[src/rtl/branch_ctrl_pkg.sv]
// Shared types and constants for the branch resolution controller.
//   state_t      : resolution FSM encoding (NORMAL, REDIRECT, DRAIN)
//   ENT_*        : bit offsets of the fields inside a packed queue entry
//   OPC_*        : RV32 opcodes of the instructions tracked by the queue
package branch_ctrl_pkg;

    typedef enum logic [1:0] {
        ST_NORMAL   = 2'd0,
        ST_REDIRECT = 2'd1,
        ST_DRAIN    = 2'd2
    } state_t;

    localparam int XLEN = 32;

    // Entry layout, MSB to LSB: {taken, target, pc4, is_cond}
    localparam int ENT_COND_LSB  = 0;
    localparam int ENT_PC4_LSB   = 1;
    localparam int ENT_TGT_LSB   = 1 + XLEN;
    localparam int ENT_TAKEN_LSB = 1 + 2 * XLEN;
    localparam int ENTRY_W       = 2 + 2 * XLEN;

    localparam logic [6:0] OPC_BRANCH = 7'b1100011;
    localparam logic [6:0] OPC_JAL    = 7'b1101111;

endpackage

[src/rtl/branch_resolve_ctrl_pred_queue.sv]
// In-order FIFO of outstanding predictions.
//   clk, reset      : clock, synchronous active-high reset
//   push, wdata     : write one entry (caller guarantees !full or same-cycle pop)
//   pop             : retire the head entry (caller guarantees !empty)
//   clear           : drop all entries, overrides push/pop
//   rdata           : head entry, combinational
//   full, empty     : occupancy flags decoded from the extended pointers
module pred_queue #(
    parameter int DEPTH = 4,
    parameter int WIDTH = 66
) (
    input  logic             clk,
    input  logic             reset,
    input  logic             push,
    input  logic             pop,
    input  logic             clear,
    input  logic [WIDTH-1:0] wdata,
    output logic [WIDTH-1:0] rdata,
    output logic             full,
    output logic             empty
);

    localparam int AW = $clog2(DEPTH);

    logic [AW:0]      rd_ptr;
    logic [AW:0]      wr_ptr;
    logic [WIDTH-1:0] mem [DEPTH];

    always_ff @(posedge clk) begin
        if (reset || clear) begin
            rd_ptr <= '0;
            wr_ptr <= '0;
        end else begin
            if (push) wr_ptr <= wr_ptr + 1'b1;
            if (pop)  rd_ptr <= rd_ptr + 1'b1;
        end
    end

    // Storage needs no reset: contents are only read while the pointers say valid.
    always_ff @(posedge clk) begin
        if (push && !clear) mem[wr_ptr[AW-1:0]] <= wdata;
    end

    assign rdata = mem[rd_ptr[AW-1:0]];
    assign empty = (rd_ptr == wr_ptr);
    // Extra pointer MSB distinguishes full from empty when the indices match.
    assign full  = (rd_ptr[AW] != wr_ptr[AW]) && (rd_ptr[AW-1:0] == wr_ptr[AW-1:0]);

endmodule

[src/rtl/branch_resolve_ctrl.sv]
// Branch resolution controller: queues fetch-time predictions, checks the
// oldest one against the execute-stage outcome, and drives predictor update,
// redirect and flush.
//   clk, reset                          : clock, synchronous active-high reset
//   push_*                              : prediction issued at fetch
//   resolve_*                           : actual outcome of the oldest branch/jump
//   full, empty                         : queue occupancy
//   state_update_en, eval_branch, flush : one-cycle pulses, cycle after resolve
//   redirect_pc                         : correct next PC while eval_branch=1
//   err_underflow, err_overflow         : sticky protocol errors
//   branch_cnt, mispredict_cnt          : saturating performance counters
//
// state    | meaning
// NORMAL   | accepting pushes and resolves
// REDIRECT | one cycle, redirect/flush pulses visible, inputs ignored
// DRAIN    | DRAIN_CYCLES cycles of pipeline refill, inputs ignored
module branch_resolve_ctrl
    import branch_ctrl_pkg::*;
#(
    parameter int DEPTH        = 4,
    parameter int DRAIN_CYCLES = 2,
    parameter int CNT_W        = 16
) (
    input  logic             clk,
    input  logic             reset,
    input  logic             push_valid,
    input  logic             push_taken,
    input  logic [31:0]      push_target,
    input  logic [31:0]      push_pc4,
    input  logic             push_is_cond,
    input  logic             resolve_valid,
    input  logic             resolve_taken,
    input  logic [31:0]      resolve_target,
    output logic             full,
    output logic             empty,
    output logic             state_update_en,
    output logic             eval_branch,
    output logic [31:0]      redirect_pc,
    output logic             flush,
    output logic             err_underflow,
    output logic             err_overflow,
    output logic [CNT_W-1:0] branch_cnt,
    output logic [CNT_W-1:0] mispredict_cnt
);

    localparam int DW = (DRAIN_CYCLES > 1) ? $clog2(DRAIN_CYCLES) : 1;
    localparam logic [DW-1:0] DRAIN_LOAD = DW'((DRAIN_CYCLES > 0) ? DRAIN_CYCLES - 1 : 0);

    state_t               state, state_nxt;
    logic [DW-1:0]        drain_cnt, drain_nxt;
    logic [ENTRY_W-1:0]   q_wdata, q_rdata;
    logic                 q_push, q_pop, q_clear;
    logic                 head_taken, head_cond;
    logic [XLEN-1:0]      head_target, head_pc4;
    logic                 normal, res_ok, mispredict, overflow, underflow;

    assign q_wdata     = {push_taken, push_target, push_pc4, push_is_cond};
    assign head_taken  = q_rdata[ENT_TAKEN_LSB];
    assign head_target = q_rdata[ENT_TGT_LSB +: XLEN];
    assign head_pc4    = q_rdata[ENT_PC4_LSB +: XLEN];
    assign head_cond   = q_rdata[ENT_COND_LSB];

    assign normal     = (state == ST_NORMAL);
    assign res_ok     = normal && resolve_valid && !empty;
    assign mispredict = res_ok && ((head_taken != resolve_taken) ||
                                   (head_taken && resolve_taken && (head_target != resolve_target)));
    assign underflow  = normal && resolve_valid && empty;

    // A mispredict clears the whole queue (everything behind the head is
    // wrong-path), so the head pop and any same-cycle push are subsumed.
    assign q_clear  = mispredict;
    assign q_pop    = res_ok && !mispredict;
    assign q_push   = normal && push_valid && !mispredict && (!full || q_pop);
    assign overflow = normal && push_valid && !mispredict && full && !q_pop;

    pred_queue #(
        .DEPTH (DEPTH),
        .WIDTH (ENTRY_W)
    ) u_queue (
        .clk   (clk),
        .reset (reset),
        .push  (q_push),
        .pop   (q_pop),
        .clear (q_clear),
        .wdata (q_wdata),
        .rdata (q_rdata),
        .full  (full),
        .empty (empty)
    );

    always_ff @(posedge clk) begin
        if (reset) begin
            state     <= ST_NORMAL;
            drain_cnt <= '0;
        end else begin
            state     <= state_nxt;
            drain_cnt <= drain_nxt;
        end
    end

    always_comb begin
        state_nxt = state;
        drain_nxt = drain_cnt;
        case (state)
            ST_NORMAL: begin
                if (mispredict) state_nxt = ST_REDIRECT;
            end
            ST_REDIRECT: begin
                if (DRAIN_CYCLES == 0) begin
                    state_nxt = ST_NORMAL;
                end else begin
                    state_nxt = ST_DRAIN;
                    drain_nxt = DRAIN_LOAD;
                end
            end
            ST_DRAIN: begin
                if (drain_cnt == '0) state_nxt = ST_NORMAL;
                else                 drain_nxt = drain_cnt - 1'b1;
            end
            default: state_nxt = ST_NORMAL;
        endcase
    end

    always_ff @(posedge clk) begin
        if (reset) begin
            state_update_en <= 1'b0;
            eval_branch     <= 1'b0;
            flush           <= 1'b0;
            redirect_pc     <= '0;
            err_underflow   <= 1'b0;
            err_overflow    <= 1'b0;
            branch_cnt      <= '0;
            mispredict_cnt  <= '0;
        end else begin
            state_update_en <= res_ok && head_cond;
            eval_branch     <= mispredict;
            flush           <= mispredict;
            if (mispredict) redirect_pc <= resolve_taken ? resolve_target : head_pc4;
            if (underflow)  err_underflow <= 1'b1;
            if (overflow)   err_overflow  <= 1'b1;
            if (res_ok && (branch_cnt != '1))         branch_cnt     <= branch_cnt + 1'b1;
            if (mispredict && (mispredict_cnt != '1)) mispredict_cnt <= mispredict_cnt + 1'b1;
        end
    end

endmodule

[config.mk]
export PLATFORM = sky130hd
export DESIGN_NAME = branch_resolve_ctrl
export DESIGN_NICKNAME = d
export VERILOG_FILES = /design/src/rtl/branch_ctrl_pkg.sv /design/src/rtl/branch_resolve_ctrl_pred_queue.sv /design/src/rtl/branch_resolve_ctrl.sv
export SDC_FILE = /design/constraint.sdc
export NUM_CORES = 1
export LEC_CHECK = 0
export ABC_AREA = 1
export BUFFER_PORTS_ARGS = -buffer_cell sky130_fd_sc_hd__buf_2
export CAP_MARGIN = 5
export CORE_MARGIN = 2
export CORE_UTILIZATION = 33
export DETAILED_ROUTE_END_ITERATION = 8
export PLACE_DENSITY = 0.48
export SLEW_MARGIN = 10
export SYNTH_ARGS = -nofsm -noshare
export SYNTH_HDL_FRONTEND = slang
export SYNTH_SLANG_ARGS = --single-unit
[constraint.sdc]
create_clock -name clk -period 19.03 [get_ports clk]
set_input_delay 5.709 -clock clk [delete_from_list [all_inputs] [get_ports clk]]
set_output_delay 5.709 -clock clk [all_outputs]
set_load 0.005 [all_outputs]
==> results.ini <==
[power_and_ir_drop]
p_int_mw = 1.51
clkPwrFrac_pct = 31.4
pwr_density_cell_mw_per_mm2 = 134
switching_share_pct = 32.3
pwr-share-seq_pct = 44.1
ir_worst_vdd_mv = 0.0608
p_switching_mw = 0.721
p_total_mw = 2.23
combPwrFrac_pct = 24.5
leakage_nw = 6.34

[critical_path]
slowest_stage = nor2_4
path_max_fanout = 36
cp_top_family = simple AND/OR/NAND/NOR gates
critPathArrivalTime_ns = 8.86
slowest_delay_ns = 0.91
crit_top_cell = nand2_1
path_cells = buf_2, inv_1, nand3_1, nand2_1, inv_1, nand2_1, nor2_1, nand2_1, nor2_1, nand2_1, nand2_1, nand3_1, nand2_1, nand3_2, nor2_4, buf_4
worstSetupPathType = input pin to flop
start_kind = input pin
required_ns = 19.19
cp-end-kind = flop
worst-path-buf-inv = 4

[floorplan]
coreArea_sq_mm = 0.0421
placementRows = 75
die_w_um = 211
die_area_sq_mm = 0.0446
die-height_um = 211
ios = 174
start_util_pct = 33.6

[placement]
io_buffers = 173
place_congestion = 0.771
dp_hpwl_um = 25400

[min_path]
hold_class = flop to flop

[global_routing]
gr-usage-all-layers_pct = 17.8
grt_pass1_wl_um = 59700
overflow = 0
antenna_found_initial = 8
grt_max_degree = 71
grt_pass1_vias = 9668

[cts]
clock_path_buffers = 3
cts_hold_buffers = 0
htree_levels = 2
clkTransAtPathRegs_ns = 0.06
clk_latency_ns = 0.53
post_cts_buffers = 0
cts_tree = done
clockRootBuffer = clkbuf_16
cts_resized = 0
cts.sinks = 343
cts_buffers = 38

[yosys]
yosys.area.top_type_share_pct = 55.9
seq_area_frac_synth_pct = 67.1
yosysWarnings = 0
netlist_instances = 1326
synth.area.top_cells = edfxtp_1 56%, dfxtp_1 11%, nand2_1 8.7%
ys_ff_latch = 343
yosysTopAreaCell = edfxtp_1
syn-cell-area_sq_mm = 0.0142
synthDistinctLibCells = 37
synth_nets = 1441
synth_area_per_cell_sq_um = 10.7

[timing]
fin_crit_sh_pct = 45.7
setup_viol = 0
finalClockSkew_ns = 0.0165
hold_viol = 0
period_needed_ns = 8.70
final.setup.tns_ns = 0
maxSlewViolCount = 0
tightest_slew_ns = 1.11
slew-limit-headroom_pct = 25.5
rsz0062_at_grt = false
fmax_ghz = 0.115

[drt]
drtAntennaViolNets = 0
vias = 10044
wl_per_cell_um = 19.3
drtPass1Iterations = 4
wirelength_um = 39700
drt_iter0_markers = 694
drc = 0
viasPerCell = 4.88

[cells_and_area]
final_common_cell = nand2_1
syn_to_final_growth_pct = 17.8
final_cell_mix = 328 x nand2_1, 264 x edfxtp_1, 173 x buf_2
final.fill_count = 4130
drive_gt1_share_pct = 16.6
final_nets = 1602

[flow_run]
max_cap_violations = 0

[outcome]
outcome = complete, no violations

==> metal layers <==
layer	vias to the layer above	GRT usage, %	share of wire, %
met5	-	0	0.17
met4	10	5.97	2.9
met3	68	3.81	5.3
met2	240	28.9	46
met1	4783	23.5	45
li1	4943	-	-
==> worst reg2reg max path: cells and delay by family (launching register included) <==
family	cells	cell delay (ns)
buffers and inverters	3	1.99
flip-flops	1	0.35
AND/OR/NAND/NOR	14	2.67
==> stage by stage <==
stage | cells | util (%) | hold slack [ns] | instance area [sq um] | setup WS [ns]
after floorplan | 1326 | - | 0.447 | 14200 | 9.12
after global placement | 1986 | 36.8 | 0.436 | 15500 | 9.76
after detailed placement | 1986 | 36.8 | 0.441 | 15500 | 9.67
after CTS | 2055 | 39.6 | 0.456 | 16700 | 10.24
after global routing | 2056 | 39.6 | 0.476 | 16700 | 10.03
final | 2057 | 39.6 | 0.451 | 16700 | 10.33
==> cell type report <==
| type | instances | area [sq um] | area share, % |
|---|---|---|---|
| clock inverters | 7 | 32.5 | 0.195 |
| well taps | 539 | 674 | 4.04 |
| diodes | 2 | 5.00 | 0.0300 |
| repair buffers | 183 | 941 | 5.64 |
| multi-input cells | 842 | 4070 | 24.4 |
| inverters | 79 | 302 | 1.81 |
| flip-flops and latches | 343 | 9510 | 57.0 |
| clock buffers | 62 | 1160 | 6.93 |
==> kinds of logic (layout without fill, tap and decap cells) <==
family | Yosys count | after routing | share of synthesized area [%]
flip-flops | 343 | 343 | 67.1
buffers and inverters | 141 | 331 | 4.42
other | 0 | 2 | 0
AO/OA/AOI/OAI | 218 | 218 | 8.66
AND/OR/NAND/NOR | 594 | 594 | 17.6
adder cells (fa/ha/maj) | 12 | 12 | 1.06
XOR/XNOR | 18 | 18 | 1.11
==> final timing paths <==
path	depth (start not counted)	endpoint	slack [ns]	from
hold / removal	2	redirect_pc[7]	0.45	redirect_pc[7]
hold reg to reg	2	redirect_pc[7]	0.45	redirect_pc[7]
setup / recovery	16	u_queue.mem[2][32]	10.33	resolve_target[31]
setup reg to reg	17	u_queue.mem[2][32]	13.62	flop
==> sequential cells by signal, indices dropped and copies added, names as in the netlist, 2 cells and up, named ones only <==
signal          count
state               2
mispredict_cnt     16
u_queue.wr_ptr      3
branch_cnt         16
u_queue.mem       264
u_queue.rd_ptr      3
redirect_pc        32
==> synth_stat cells, drive strengths merged <==
master   number
edfxtp      264
nand4         7
a21boi        1
nor2        112
nor3b         1
nand3       113
clkbuf       31
o41ai         1
a2111oi       1
xor2         12
o21ai       145
nor3         16
a21oi        35
inv          78
o221ai       32
nand2       332
buf          31
o21a          1
a211oi        1
clkinv        1
ha           12
dfxtp        79
o22ai         1
nor4          2
xnor2         6
nand3b       11
==> power groups by stage <==
stage | combinational (mW) | clock, mW | sequential, mW
after CTS | 0.562 | 0.720 | 0.985
after global placement | 0.556 | 0 | 0.999
after global routing | 0.624 | 0.748 | 0.996
final | 0.548 | 0.703 | 0.984
after detailed placement | 0.561 | 0 | 1.00
after floorplan | 0.373 | 0 | 0.999
(Power assumes the default switching activity.)
